**config.mk**
```make
export PLATFORM = sky130hd
export DESIGN_NAME = axi4l_regfile_wr_arbiter
export DESIGN_NICKNAME = d
export VERILOG_FILES = /design/src/rtl/axi4l_pkg.sv /design/src/rtl/rr_arbiter.sv /design/src/rtl/axi4l_regfile_wr_arbiter.sv
export SDC_FILE = /design/constraint.sdc
export NUM_CORES = 1
export LEC_CHECK = 0
export BUFFER_PORTS_ARGS = -buffer_cell sky130_fd_sc_hd__buf_2
export CORE_MARGIN = 5
export CORE_UTILIZATION = 47
export DETAILED_ROUTE_END_ITERATION = 16
export MAX_ROUTING_LAYER = met4
export PLACE_DENSITY_LB_ADDON = 0.2
export SETUP_SLACK_MARGIN = 0.15
export SLEW_MARGIN = 20
export SYNTH_ARGS = -nofsm -noshare
export SYNTH_HDL_FRONTEND = slang
export SYNTH_SLANG_ARGS = --single-unit
export TNS_END_PERCENT = 10
```
**constraint.sdc**
```tcl
create_clock -name i_axi_clock -period 2.2 [get_ports i_axi_clock]
set_input_delay 0.66 -clock i_axi_clock [delete_from_list [all_inputs] [get_ports i_axi_clock]]
set_output_delay 0.66 -clock i_axi_clock [all_outputs]
set_load 0.03 [all_outputs]
```
**src/rtl/axi4l_pkg.sv**
```systemverilog
// Shared encodings for the AXI4-Lite register-file arbiters:
// controller states and AXI response codes.
package axi4l_pkg;

    typedef enum logic [1:0] {
        ST_IDLE  = 2'b00,
        ST_ISSUE = 2'b01,
        ST_ACK   = 2'b10
    } state_t;

    localparam logic [1:0] RESP_OKAY   = 2'b00;
    localparam logic [1:0] RESP_SLVERR = 2'b10;

endpackage

```
**src/rtl/rr_arbiter.sv**
```systemverilog
// Round-robin arbiter: combinational one-hot grant searching upward from the
// last winner, with a pointer register updated by the owner on completion.
module rr_arbiter #(
    parameter int N = 2,
    localparam int IDX_W = (N > 1) ? $clog2(N) : 1
) (
    input  logic             i_clock,
    input  logic             i_reset,
    input  logic [N-1:0]     i_req,
    input  logic             i_update,
    input  logic [IDX_W-1:0] i_grant_idx,
    output logic [N-1:0]     o_grant,
    output logic [IDX_W-1:0] o_grant_idx
);

    logic [IDX_W-1:0] ptr;
    logic [IDX_W-1:0] cand;
    logic             found;

    // NOTE: sequential state uses non-blocking assignments so every flop
    // samples the pre-edge value regardless of process ordering.
    always_ff @(posedge i_clock or posedge i_reset) begin
        if (i_reset) begin
            ptr <= IDX_W'(N - 1);
        end else if (i_update) begin
            ptr <= i_grant_idx;
        end
    end

    // NOTE: every output of this block gets a default first, so no path
    // leaves a variable unassigned and no latch is inferred.
    always_comb begin
        o_grant     = '0;
        o_grant_idx = '0;
        found       = 1'b0;
        cand        = '0;
        for (int i = 1; i <= N; i++) begin
            cand = IDX_W'((int'(ptr) + i) % N);
            if (!found && i_req[cand]) begin
                found          = 1'b1;
                o_grant[cand]  = 1'b1;
                o_grant_idx    = cand;
            end
        end
    end

endmodule

```
**src/rtl/axi4l_regfile_wr_arbiter.sv**
```systemverilog
// Shares one register-file write port among NUM_REQ requesters: round-robin
// grant, address range check, stall-able issue, one-cycle response ack.
module axi4l_regfile_wr_arbiter
    import axi4l_pkg::*;
#(
    parameter int NUM_REQ    = 2,
    parameter int ADDR_WIDTH = 4,
    parameter int DATA_WIDTH = 32,
    parameter int STRB_WIDTH = DATA_WIDTH / 8,
    parameter int NUM_REGS   = 2 ** ADDR_WIDTH
) (
    input  logic                             i_axi_clock,
    input  logic                             i_axi_areset,
    input  logic [NUM_REQ-1:0]               i_req_valid,
    input  logic [NUM_REQ*ADDR_WIDTH-1:0]    i_req_addr,
    input  logic [NUM_REQ*DATA_WIDTH-1:0]    i_req_data,
    input  logic [NUM_REQ*STRB_WIDTH-1:0]    i_req_strb,
    output logic [NUM_REQ-1:0]               o_req_ready,
    output logic [NUM_REQ-1:0]               o_ack,
    output logic [1:0]                       o_ack_resp,
    output logic [ADDR_WIDTH-1:0]            o_rf_addr,
    output logic [DATA_WIDTH-1:0]            o_rf_data,
    output logic [STRB_WIDTH-1:0]            o_rf_strb,
    output logic                             o_rf_valid,
    input  logic                             i_rf_ready,
    input  logic                             i_rf_err
);

    localparam int IDX_W = (NUM_REQ > 1) ? $clog2(NUM_REQ) : 1;

    state_t                 state, state_next;
    logic [NUM_REQ-1:0]     arb_req;
    logic [NUM_REQ-1:0]     grant;
    logic [IDX_W-1:0]       grant_idx;
    logic                   grant_any;

    logic [ADDR_WIDTH-1:0]  win_addr;
    logic [DATA_WIDTH-1:0]  win_data;
    logic [STRB_WIDTH-1:0]  win_strb;
    logic                   win_oor;

    logic [ADDR_WIDTH-1:0]  cap_addr;
    logic [DATA_WIDTH-1:0]  cap_data;
    logic [STRB_WIDTH-1:0]  cap_strb;
    logic [IDX_W-1:0]       cap_idx;
    logic [1:0]             cap_resp;

    // Requests are only offered in IDLE and never while reset is held, so
    // o_req_ready is zero in every other situation.
    assign arb_req   = (state == ST_IDLE && !i_axi_areset) ? i_req_valid : '0;
    assign grant_any = |grant;
    assign o_req_ready = grant;

    rr_arbiter #(.N(NUM_REQ)) u_rr (
        .i_clock     (i_axi_clock),
        .i_reset     (i_axi_areset),
        .i_req       (arb_req),
        .i_update    (state == ST_ACK),
        .i_grant_idx (cap_idx),
        .o_grant     (grant),
        .o_grant_idx (grant_idx)
    );

    assign win_addr = i_req_addr[int'(grant_idx)*ADDR_WIDTH +: ADDR_WIDTH];
    assign win_data = i_req_data[int'(grant_idx)*DATA_WIDTH +: DATA_WIDTH];
    assign win_strb = i_req_strb[int'(grant_idx)*STRB_WIDTH +: STRB_WIDTH];
    assign win_oor  = {1'b0, win_addr} >= (ADDR_WIDTH + 1)'(NUM_REGS);

    always_ff @(posedge i_axi_clock or posedge i_axi_areset) begin
        if (i_axi_areset) begin
            state <= ST_IDLE;
        end else begin
            state <= state_next;
        end
    end

    always_comb begin
        state_next = state;
        unique case (state)
            ST_IDLE:  if (grant_any) state_next = win_oor ? ST_ACK : ST_ISSUE;
            ST_ISSUE: if (i_rf_ready) state_next = ST_ACK;
            ST_ACK:   state_next = ST_IDLE;
            default:  state_next = ST_IDLE;
        endcase
    end

    // NOTE: the captured payload is a handful of flops, not a memory array,
    // so it takes the reset and outputs are clean straight out of reset.
    always_ff @(posedge i_axi_clock or posedge i_axi_areset) begin
        if (i_axi_areset) begin
            cap_addr <= '0;
            cap_data <= '0;
            cap_strb <= '0;
            cap_idx  <= '0;
            cap_resp <= RESP_OKAY;
        end else if (state == ST_IDLE && grant_any) begin
            cap_addr <= win_addr;
            cap_data <= win_data;
            cap_strb <= win_strb;
            cap_idx  <= grant_idx;
            cap_resp <= win_oor ? RESP_SLVERR : RESP_OKAY;
        end else if (state == ST_ISSUE && i_rf_ready) begin
            cap_resp <= i_rf_err ? RESP_SLVERR : RESP_OKAY;
        end
    end

    always_comb begin
        o_rf_valid = 1'b0;
        o_rf_addr  = '0;
        o_rf_data  = '0;
        o_rf_strb  = '0;
        o_ack      = '0;
        o_ack_resp = RESP_OKAY;
        if (state == ST_ISSUE) begin
            o_rf_valid = 1'b1;
            o_rf_addr  = cap_addr;
            o_rf_data  = cap_data;
            o_rf_strb  = cap_strb;
        end
        if (state == ST_ACK) begin
            o_ack      = NUM_REQ'(1) << cap_idx;
            o_ack_resp = cap_resp;
        end
    end

endmodule

```
### Yosys cells after proc, flatten, opt, wreduce, memory -nomap -nowiden

Cells that the tools add are included.

| storage, ports and cells | value |
|---|---|
| bits in registers | 46 |
| latch bits | 0 |
| memory bits (writable) | 0 |
| bits in read-only memories | 0 |
| output and inout port bits | 47 |
| word-level logic and storage cells | 60 |
| memories kept | 0 |

| cells by class | value |
|---|---|
| add/sub/neg operators | 2 |
| multipliers | 0 |
| div/mod/pow operators | 0 |
| $lt $le $gt $ge | 4 |
| eq/ne operators | 4 |
| shift operators | 4 |
| multiplexer cells | 26 |
| bitwise logic cells | 1 |
| reductions and logical operators | 12 |

Operators by type and width:

| cell | count |
|---|---|
| $shiftx 64x7->32 | 1 |
| $mux 32 | 1 |
| $mux 2 | 10 |
| $shiftx 8x4->4 | 2 |
| $mux 1 | 10 |
| $mux 4 | 2 |
| $logic_and 1x1->1 | 6 |
| $lt 1x2->1 const B | 2 |
| $ne 2x2->1 const B | 2 |
| $pmux 2 s2 | 1 |
| $add 1x1->1 const B | 2 |
| $demux 1 s1 | 2 |
| $eq 2x1->1 const B | 1 |
| $eq 2x2->1 const B | 1 |
| $ge 1x1->1 const B | 2 |
| $logic_not 1->1 | 2 |
| $logic_not 2->1 | 1 |
| $or 2x2->2 | 1 |
| $reduce_and 2->1 | 1 |
| $reduce_bool 2->1 | 1 |
| $reduce_or 2->1 | 1 |
| $shl 1x1->2 const A | 1 |

### Longest topological paths before layout

Gate-level depths: netlist (run 1).

| logic depth | value |
|---|---|
| depth in word-level cells | 12 |
| gate-level depth with buffers | 6 |

### Hierarchy

Synthesis (run 1) repeated with hierarchy kept, for this count alone.

| unflattened totals | value |
|---|---|
| cell total of the unflattened synthesis | 208 |
| area total of the unflattened synthesis | 2715.1 um^2 |

By module, submodules not included:

| module | times used | cells each | area an instance (um^2) | sequential area each (um^2) |
|---|---|---|---|---|
| axi4l_regfile_wr_arbiter | 1 | 200 | 2650.0 | 1101.1 |
| rr_arbiter | 1 | 8 | 65.1 | 26.3 |

### Worst setup path after synthesis (run 1)

Ideal clock, no wire load.

| path | value |
|---|---|
| kind | input -> output |
| start point | in i_axi_areset |
| end point | out o_req_ready[1] |
| arrival time | 1.644 ns |
| slack | -0.104 ns |
| cell stages on the path | 3 |
| buffers on the path | 1 |
| path through | or3_4 > buf_2 > nor2_1 |

| between the ends | value |
|---|---|
| word-level cells in the longest chain between the ends | 9 |
| elaborated cells on any way between the ends | 13 |
| those cells by class | 8 x mux; 1 x bitwise; 4 x reduce/logical |

RTL lines:

| what | RTL line | RTL |
|---|---|---|
| start, declared | axi4l_regfile_wr_arbiter.sv:13 | `input logic i_axi_areset,` |
| $logic_not 1->1 (no source line) (*) | -- |  |
| $logic_and 1x1->1 (*) | axi4l_regfile_wr_arbiter.sv:50 | `assign arb_req = (state == ST_IDLE && !i_axi_areset) ? i_req_valid : '0;` |
| $mux 2 (*) | axi4l_regfile_wr_arbiter.sv:50 |  |
| $mux 1 (not written as such) (2 in series) | rr_arbiter.sv:39 | `if (!found && i_req[cand]) begin` |
| $mux 1 | rr_arbiter.sv:39 |  |
| $logic_not 1->1 | rr_arbiter.sv:39 |  |
| $logic_and 1x1->1 | rr_arbiter.sv:39 |  |
| $mux 2 (*) | rr_arbiter.sv:39 |  |
| end, declared | axi4l_regfile_wr_arbiter.sv:18 | `output logic [NUM_REQ-1:0] o_req_ready,` |

Mark *: on every way between the ends. The rest lies on a longest branch, timed or not. The select of a mux whose other input is x is not followed.

### Worst setup path after layout (run 1)

| path | value |
|---|---|
| start point | reg state[1] |
| end point | out o_rf_data[27] |

| between the ends | value |
|---|---|
| word-level cells in the longest chain between the ends | 2 |

RTL lines:

| what | RTL line | RTL |
|---|---|---|
| start, declared | axi4l_regfile_wr_arbiter.sv:31 | `state_t state, state_next;` |
| start signal, assigned | axi4l_regfile_wr_arbiter.sv:73 | `state <= state_next;` |
| $eq 2x1->1 | axi4l_regfile_wr_arbiter.sv:114 | `if (state == ST_ISSUE) begin` |
| $mux 32 | axi4l_regfile_wr_arbiter.sv:114 |  |
| end, declared | axi4l_regfile_wr_arbiter.sv:22 | `output logic [DATA_WIDTH-1:0] o_rf_data,` |

No other way between the ends.

==> reports/metrics.cfg, run 1 <==
[drt]
wire_per_inst_um = 17.35
num_vias = 2804
drt_iter0_drc = 108
final_antenna_net_count = 0
routed_wirelength_um = 8780
firstDrtPassIters = 4
post_drt_via_cell_ratio = 5.542
drc = 0

[critical_path]
critical_path.startpoint_type = register
crit_path_top_delay_cell = sky130_fd_sc_hd__dfrtp_2
worst_path_largest_cell_delay_ns = 0.47
critical_path.endpoint_type = output pin
critical-path-top-delay-family = flip-flops
crit_path_max_fanout = 7
count_of_buffer_and_inverter_cells_on_the_critical_path = 3
crit_arrival_ns = 1.48
timing.critical_path.cells = nor2b_4, buf_12, clkbuf_16, and2_1, buf_6
criticalPathCategory = reg2out
worst-endpoint-required_ns = 1.54

[placement]
pre_cts_slack_ns = 0.02921
post-place-cells = 488
routability_congestion_estimate_from_global_placement = 0.8630
numPortBuffers = 131
dp_hpwl_um = 5330

[floorplan]
num_rows = 28
core_area_sq_um = 5886
fp.dieArea_sq_um = 7674
floorplan.initialDensity_pct = 48.09
floorplan.io_pins = 133
chipWidth_um = 87.60
die_h_um = 87.60

[finish]
areaGrowthSynthToFinish_pct = 44.78
fin_cells = 506
nets_finish = 515
post-route-util_pct = 69.62
most-common-layout-cells = sky130_fd_sc_hd__buf_2 (89), sky130_fd_sc_hd__dfrtp_1 (43), sky130_fd_sc_hd__nand3_1 (41)
mostFrequentLayoutCell = sky130_fd_sc_hd__buf_2
post_route_cells_drive_above_1_share_pct = 54.19

[synth]
postSynthNetCount = 392
synth_fa_ha_area_share_pct = 0
yosysSeqAreaShare_pct = 39.83
postSynthRegisterBits = 45
synth.largest_area_cell = sky130_fd_sc_hd__dfrtp_1
synth_cell_types = 26
synth_simple_gate_area_share_pct = 19.10
post-synth-top-area-fraction_pct = 38.90
synth_warnings = 0
netlist_area_sq_um = 2830
xor_and_xnor_fraction_of_the_mapped_netlist_area_pct = 0
portion_of_netlist_area_occupied_by_mux_cells_pct = 0
synth_area_in_compound_gates_pct = 33.86
synth.area.top_cells = sky130_fd_sc_hd__dfrtp_1 (39%), sky130_fd_sc_hd__a31oi_2 (17%), sky130_fd_sc_hd__and2_1 (9.7%)
synth_top_family_by_area = compound AO/OA/AOI/OAI gates
postSynthCellCount = 306
synth_area_per_cell_sq_um = 9.249

[cts]
worst_skew_late_latency_ns = 0.29
cts_num_sinks = 45
cts_root_buffer = sky130_fd_sc_hd__clkbuf_8
cts.clk_slew.worst_paths_ns = 0.09
cts_tree = done
cts-buffers-inserted = 5
maximum_count_of_clock_buffers_along_a_single_path = 2
cts-htree-levels = 2

[power_and_ir_drop]
cellLeakagePower_uw = 0.001755
peakVddDrop_uv = 531.0
power-per-cell-area_nw_per_um2 = 1025

[sta]
timing.final.ws_setup_ns = 0.05502
setup_viol = 0
rsz0062_at_grt = true
timing.final.crit_share_pct = 97.50
timing_hold_violations_final = 0
final-max-slew-violation-count = 0
fin_skew_ns = 0.01098
worst_hold_slack_ns = 0.4370
fmax_mhz = 466.2
fin_crit_ns = 2.145
setup_total_negative_slack_ns = 0

[global_routing]
grt.total_usage_pct = 21.97
number_of_global_route_vias_before_repair = 2748
antenna_found_initial = 1
grt_pass1_wl_um = 13010
pin_count_of_the_biggest_net_entering_global_routing = 55
globalRouteOverflowTotal = 0

[status]
run_status = complete, no violations

[worst_hold_path]
hold_path_class = in2async

[flow_run]
drv_cap = 0

-- cells by family after synthesis --
group | count (synthesis)
AO/OA/AOI/OAI | 128
AND/OR/NAND/NOR | 93
flip-flops | 45
buffers and inverters | 39
other | 1
-- Yosys cell counts, drive strengths merged --
master	number
dfrtp	44
clkbuf	20
conb	1
a31oi	40
o21ai	40
o21bai	1
inv	3
nand2	1
a21boi	1
dfstp	1
a21oi	42
a21bo	2
or2	1
nor3	1
buf	16
a21o	2
nor2	1
and2	44
or3	1
nand3	41
nor2b	3
-- sequential cells by signal (all words and copies together), names as in the netlist --
register and flops:
cap_data 32, cap_resp 1, cap_strb 4, cap_idx 1
state 2, u_rr.ptr 1, cap_addr 4
-- worst paths after layout --
kind                                               start                  endpoint  slack, ns  depth (start not counted)
worst max-delay path                state[1]$_DFFE_PP0P_             o_rf_data[27]       0.06                          5
worst min-delay path                        i_axi_areset      state[0]$_DFFE_PP0P_       0.44                          3
worst max register to register      state[0]$_DFFE_PP0P_   cap_data[6]$_DFFE_PP0P_       0.16                          7
worst min register to register  cap_data[10]$_DFFE_PP0P_  cap_data[10]$_DFFE_PP0P_       0.55                          2
max in group asynchronous                   i_axi_areset      u_rr.ptr$_DFFE_PP1N_       1.50                          3
min in group i_axi_clock        cap_data[10]$_DFFE_PP0P_  cap_data[10]$_DFFE_PP0P_       0.55                          2
-- cell type report --
cell class / count / area (sq um)
diodes: 1 / 2.502
fillers: 474 / 1788
clock inverters: 1 / 30.03
well taps: 75 / 93.84
repair buffers: 152 / 1156
multi-input cells: 222 / 1589
flip-flops and latches: 45 / 1129
inverters: 3 / 11.26
clock buffers: 7 / 86.33
-- power by group --
group          switching, uW  internal (uW)  total [uW]
sequential               168           1140        1310
combinational           1220           1030        2250
clock                    269            371         640
-- routing by layer --
metal / share of wire (%) / up-vias / global-route usage, %
li1: - / 1357 / -
met1: 41 / 1340 / 26.59
met2: 52 / 101 / 37.53
met3: 6.1 / 6 / 3.481
met4: 0.76 / 0 / 6.834
met5: 0 / - / -
-- per-stage QoR --
stage,total power [uW],instance area (sq um)
floorplan,2605,2836
global placement,3056,3552
detailed placement,3100,3552
CTS,3810,3732
global route,4451,4098
finish,4199,4098
-- worst reg2reg max path, stage by stage, from the launching register on --
cell                      delay (ns)
sky130_fd_sc_hd__dfrtp_1        0.43
sky130_fd_sc_hd__buf_4          0.17
sky130_fd_sc_hd__nor3_4         0.18
sky130_fd_sc_hd__buf_4          0.15
sky130_fd_sc_hd__buf_12         0.23
sky130_fd_sc_hd__and2_2         0.25
sky130_fd_sc_hd__buf_4          0.32
sky130_fd_sc_hd__a31oi_2        0.16
-- timing repair --
| action | in CTS | in global routing |
|---|---|---|
| hold buffers | 0 | 0 |
| endpoints found under the hold margin | 0 | 0 |
| gates resized for setup | 18 | 118 |
| setup buffers | 1 | 3 |
| pin swaps | 0 | 3 |
| endpoints found under the setup margin | 44 | 46 |
| cloned | 1 | 4 |
Note: power is estimated with default switching activity, not from simulation.
==> run 2: changes to the inputs <==
Settings changed: MAX_ROUTING_LAYER met4 to unset.
==> run 2 against run 1 <==
Die area stayed put. Combinational power hardly changed. Worst setup slack better by 0.0019 ns. Clock skew is 0.0022 ns lower. Worst hold slack better by 0.0031 ns. First-iteration DRC count is 1.9% lower. Cell count is 0.20% lower. Final area hardly changed. Critical path depth stayed put. Clock power hardly changed. Critical path type unchanged.
==> reports/metrics.cfg, run 2 (same netlist as run 1, synthesis figures left out) <==
[cts]
cts_num_sinks = 45
worst_skew_late_latency_ns = 0.29
cts_tree = done
cts-htree-levels = 2
cts-buffers-inserted = 5
cts.clk_slew.worst_paths_ns = 0.08
cts_root_buffer = sky130_fd_sc_hd__clkbuf_8
cts_stage_hold_buffer_count = 0
maximum_count_of_clock_buffers_along_a_single_path = 2

[drt]
drt_iter0_drc = 106
wire_per_inst_um = 17.33
final_antenna_net_count = 0
num_vias = 2797
firstDrtPassIters = 4
post_drt_via_cell_ratio = 5.539
drc = 0
routed_wirelength_um = 8751

[sta]
setup_total_negative_slack_ns = 0
final-max-slew-violation-count = 0
setup_viol = 0
fmax_mhz = 466.6
fin_skew_ns = 0.008758
rsz0062_at_grt = true
timing.final.ws_setup_ns = 0.05695
timing.final.crit_share_pct = 97.41
timing_hold_violations_final = 0
fin_crit_ns = 2.143

[critical_path]
worst-endpoint-required_ns = 1.54
crit_arrival_ns = 1.48
criticalPathCategory = reg2out
critical_path.endpoint_type = output pin
ff2ff_setup_slack_ns = 0.16
crit_path_max_fanout = 7
critical_path.startpoint_type = register

[power_and_ir_drop]
cellLeakagePower_uw = 0.001755
peakVddDrop_uv = 529.0
power-per-cell-area_nw_per_um2 = 1025

[worst_hold_path]
hold_path_class = in2async

[floorplan]
floorplan.initialDensity_pct = 48.09
die_h_um = 87.60
fp.dieArea_sq_um = 7674
num_rows = 28
floorplan.io_pins = 133
chipWidth_um = 87.60
core_area_sq_um = 5886

[finish]
areaGrowthSynthToFinish_pct = 44.70
nets_finish = 515
post_route_cells_drive_above_1_share_pct = 54.19
ant_diodes = 0
top_register = cap_data
post-route-util_pct = 69.58
most-common-layout-cells = sky130_fd_sc_hd__buf_2 (89), sky130_fd_sc_hd__dfrtp_1 (43), sky130_fd_sc_hd__nand3_1 (41)
largest_reg_flops = 32
reg.largest.list = cap_data (32), cap_addr (4), cap_strb (4)
mostFrequentLayoutCell = sky130_fd_sc_hd__buf_2

[flow_run]
drv_cap = 0

[global_routing]
globalRouteOverflowTotal = 0
grt.total_usage_pct = 21.32
grt_pass1_wl_um = 13010
number_of_global_route_vias_before_repair = 2747
pin_count_of_the_biggest_net_entering_global_routing = 55
antenna_found_initial = 1

[placement]
routability_congestion_estimate_from_global_placement = 0.8496
dp_hpwl_um = 5330
numPortBuffers = 131
pre_cts_slack_ns = 0.02921

[status]
run_status = complete, no violations

run 2: what timing repair did:
item                       in CTS  in global routing
pin swaps                       0                  3
resized for setup              18                118
setup buffers                   1                  3
gates cloned                    1                  4
setup endpoints to repair      44                 46
run 2: report_power, final:
group	switching, uW	internal (uW)
Clock	267	371
Combinational	1220	1030
Sequential	169	1140
run 2: path summary, 6_finish.rpt:
| check | start | to | cells after the start |
|---|---|---|---|
| hold reg to reg | cap_data[10]$_DFFE_PP0P_ | cap_data[10]$_DFFE_PP0P_ | 2 |
| setup reg to reg | state[0]$_DFFE_PP0P_ | cap_data[6]$_DFFE_PP0P_ | 7 |
| max in group asynchronous | i_axi_areset | u_rr.ptr$_DFFE_PP1N_ | 3 |
| hold / removal | i_axi_areset | cap_data[15]$_DFFE_PP0P_ | 3 |
| setup / recovery | state[1]$_DFFE_PP0P_ | o_rf_data[27] | 5 |
| min in group i_axi_clock | cap_data[10]$_DFFE_PP0P_ | cap_data[10]$_DFFE_PP0P_ | 2 |
run 2: layer usage:
metal / vias to the layer above / routed length (um) / GRT usage (%)
li1: 1352 / - / -
met5: - / 11 / 0
met4: 2 / 70 / 6.834
met3: 8 / 581 / 4.045
met1: 1333 / 3542 / 26.23
met2: 102 / 4544 / 37.60
run 2: critical path, cell delays in order, from the launching register on:
cell                        delay, ns
sky130_fd_sc_hd__dfrtp_2         0.47
sky130_fd_sc_hd__nor2b_4         0.14
sky130_fd_sc_hd__buf_12          0.15
sky130_fd_sc_hd__clkbuf_16       0.14
sky130_fd_sc_hd__and2_1          0.15
sky130_fd_sc_hd__buf_6           0.14
run 2: layout make-up:
class	count	area, sq um
Clock buffer	7	86.33
Clock inverter	1	30.03
Fill cell	473	1790
Inverter	3	11.26
Multi-Input combinational cell	222	1589
Sequential cell	45	1129
Tap cell	75	93.84
Timing Repair Buffer	152	1156
run 2: through the flow:
stage	hold WS (ns)	cell area (sq um)	cells	total power, uW
final	0.4401	4095	505	4198
after detailed placement	0.4910	3552	488	3100
after global placement	0.5040	3552	488	3056
after CTS	0.4412	3732	498	3810
after global routing	0.4449	4095	505	4451
after floorplan	0.4643	2836	306	2605
==> run 3: changes to the inputs <==
Settings changed: CTS_CLUSTER_DIAMETER set to 30, SETUP_SLACK_MARGIN 0.15 to unset.
Clock period 2.2 ns to 1.99 ns, I/O delays scaled along.
==> run 3 against run 2 <==
The flow now finishes with violations (setup timing). Utilization rose by 0.57 points. Clock power decreased by 8.3%. Register-to-register slack better by 0.05 ns. Via count barely moved. Sequential power is 11% higher. Wire length down 2.7%. Power up 9.3%. Combinational power up 13%. Global-route usage increased by 1.2 points. Worst hold slack worse by 0.13 ns. Largest cell class unchanged.
==> reports/metrics.cfg, run 3 (same netlist as run 1, synthesis figures left out) <==
[floorplan]
floorplan.initialDensity_pct = 48.09
core_area_sq_um = 5886
floorplan.io_pins = 133
chipWidth_um = 87.60
num_rows = 28
fp.dieArea_sq_um = 7674
die_h_um = 87.60

[finish]
reg.largest.list = cap_data (32), cap_addr (4), cap_strb (4)
mostFrequentLayoutCell = sky130_fd_sc_hd__buf_2
fin_cells = 504
nets_finish = 514
post-route-util_pct = 70.15
post_route_cells_drive_above_1_share_pct = 56.41
largest_reg_flops = 32
fillCellCount = 486
areaGrowthSynthToFinish_pct = 45.89
top_register = cap_data
most-common-layout-cells = sky130_fd_sc_hd__buf_2 (85), sky130_fd_sc_hd__buf_6 (44), sky130_fd_sc_hd__dfrtp_1 (43)
ant_diodes = 0

[cts]
cts-buffers-inserted = 5
maximum_count_of_clock_buffers_along_a_single_path = 2
cts_num_sinks = 45
cts-htree-levels = 2
worst_skew_late_latency_ns = 0.29
cts.clk_slew.worst_paths_ns = 0.09
cts_root_buffer = sky130_fd_sc_hd__clkbuf_8
cts_tree = done

[critical_path]
worst-endpoint-required_ns = 1.39
critical_path.endpoint_type = output pin
r2r-end = cap_data[10]$_DFFE_PP0P_
crit_path_max_fanout = 14
ff2ff_setup_slack_ns = 0.21
critical-path-top-delay-family = flip-flops
critical_path.startpoint_type = register
worst_path_largest_cell_delay_ns = 0.46
count_of_buffer_and_inverter_cells_on_the_critical_path = 3
crit_path_top_delay_cell = sky130_fd_sc_hd__dfrtp_2
crit_arrival_ns = 1.44
timing.critical_path.cells = nor2b_4, buf_6, buf_16, and2_4, buf_6
r2r-start = state[0]$_DFFE_PP0P_
criticalPathCategory = reg2out
cpMostUsedCell = sky130_fd_sc_hd__buf_6
reg2reg_depth = 6

[sta]
final-max-slew-violation-count = 0
timing.final.ws_setup_ns = -0.04242
timing_hold_violations_final = 0
rsz0062_at_grt = true
fin_skew_ns = 0.008090
timing.final.crit_share_pct = 102.1
fmax_mhz = 492.0
fin_crit_ns = 2.032
setup_viol = 31

[power_and_ir_drop]
power_uw = 4588
cellLeakagePower_uw = 0.001757
peakVddDrop_uv = 519.8
power-per-cell-area_nw_per_um2 = 1111

[drt]
drt_iter0_drc = 137
routed_wirelength_um = 8511
final_antenna_net_count = 0
drc = 0
firstDrtPassIters = 4
num_vias = 2795
wire_per_inst_um = 16.89
post_drt_via_cell_ratio = 5.546

[global_routing]
grt_pass1_wl_um = 13710
number_of_global_route_vias_before_repair = 2803
globalRouteOverflowTotal = 0
antenna_found_initial = 0
pin_count_of_the_biggest_net_entering_global_routing = 41
grt.total_usage_pct = 22.50

[placement]
routability_congestion_estimate_from_global_placement = 0.7826
dp_hpwl_um = 5482
numPortBuffers = 131
post-place-cells = 490

[status]
failing_checks = setup timing
run_status = finished with violations

[flow_run]
drv_cap = 0

[worst_hold_path]
hold_path_class = in2async

-- run 3: changes by cell type in the layout (fill, tap and decap cells not counted), sizes merged --
cell    delta
bufinv     -1
clkbuf     +2
buf        -2
-- run 3: worst max path at each step --
| stage | from | to | slack, ns | cells past startpoint |
|---|---|---|---|---|
| floorplan | i_axi_areset | o_req_ready[0] | -0.05 | 3 |
| global placement | i_axi_areset | o_req_ready[1] | -0.03 | 4 |
| detailed placement | i_axi_areset | o_req_ready[1] | -0.05 | 4 |
| CTS | state[1]$_DFFE_PP0P_ | o_rf_data[22] | -0.06 | 5 |
| global route | state[1]$_DFFE_PP0P_ | o_rf_data[18] | -0.11 | 5 |
| finish | state[1]$_DFFE_PP0P_ | o_rf_addr[1] | -0.04 | 5 |
-- run 3: repair_timing --
item                       4_1_cts  5_1_grt
hold buffers                     0        0
setup endpoints to repair       42       46
pin swaps                       13       13
gates resized for setup        112       20
cloned                           1        0
setup buffers                    5        0
-- run 3: metrics by stage --
| step | setup WS, ns | cell area (sq um) | setup TNS (ns) | hold WS [ns] |
|---|---|---|---|---|
| global route | -0.1129 | 4129 | -3.739 | 0.3249 |
| global placement | -0.02740 | 3576 | -0.02740 | 0.4798 |
| CTS | -0.05849 | 4080 | -1.280 | 0.3121 |
| floorplan | -0.05457 | 2834 | -0.1024 | 0.4643 |
| finish | -0.04242 | 4129 | -0.9492 | 0.3078 |
| detailed placement | -0.05121 | 3576 | -0.1401 | 0.5152 |
-- run 3: power breakdown --
group / switching (uW) / internal [uW] / total [uW]
sequential: 195 / 1260 / 1450
clock: 301 / 284 / 585
combinational: 1340 / 1210 / 2550
total: 1840 / 2750 / 4590
-- run 3: layout make-up --
type                    count  area [sq um]  share of cell area [%]
repair buffers            151          1189                   28.79
clock buffers               8         90.09                   2.182
well taps                  75         93.84                   2.273
inverters                   3         11.26                  0.2727
multi-input cells         222          1617                   39.15
flip-flops and latches     45          1129                   27.33
-- run 3: worst reg2reg max path, delay by kind of cell (launching register included) --
family	cells	cell delay (ns)
compound gates	1	0.19
buf+inv	3	0.84
flops	1	0.39
simple gates	2	0.29
-- run 3: per-layer routing --
metal | global-route usage [%] | part of all wire [%] | routed length (um) | vias to the layer above
met4 | 5.439 | 0.73 | 62 | 0
li1 | - | - | - | 1338
met5 | 0 | 0 | 0 | -
met2 | 37.53 | 53 | 4489 | 108
met1 | 30.70 | 39 | 3350 | 1341
met3 | 3.669 | 7.2 | 609 | 8
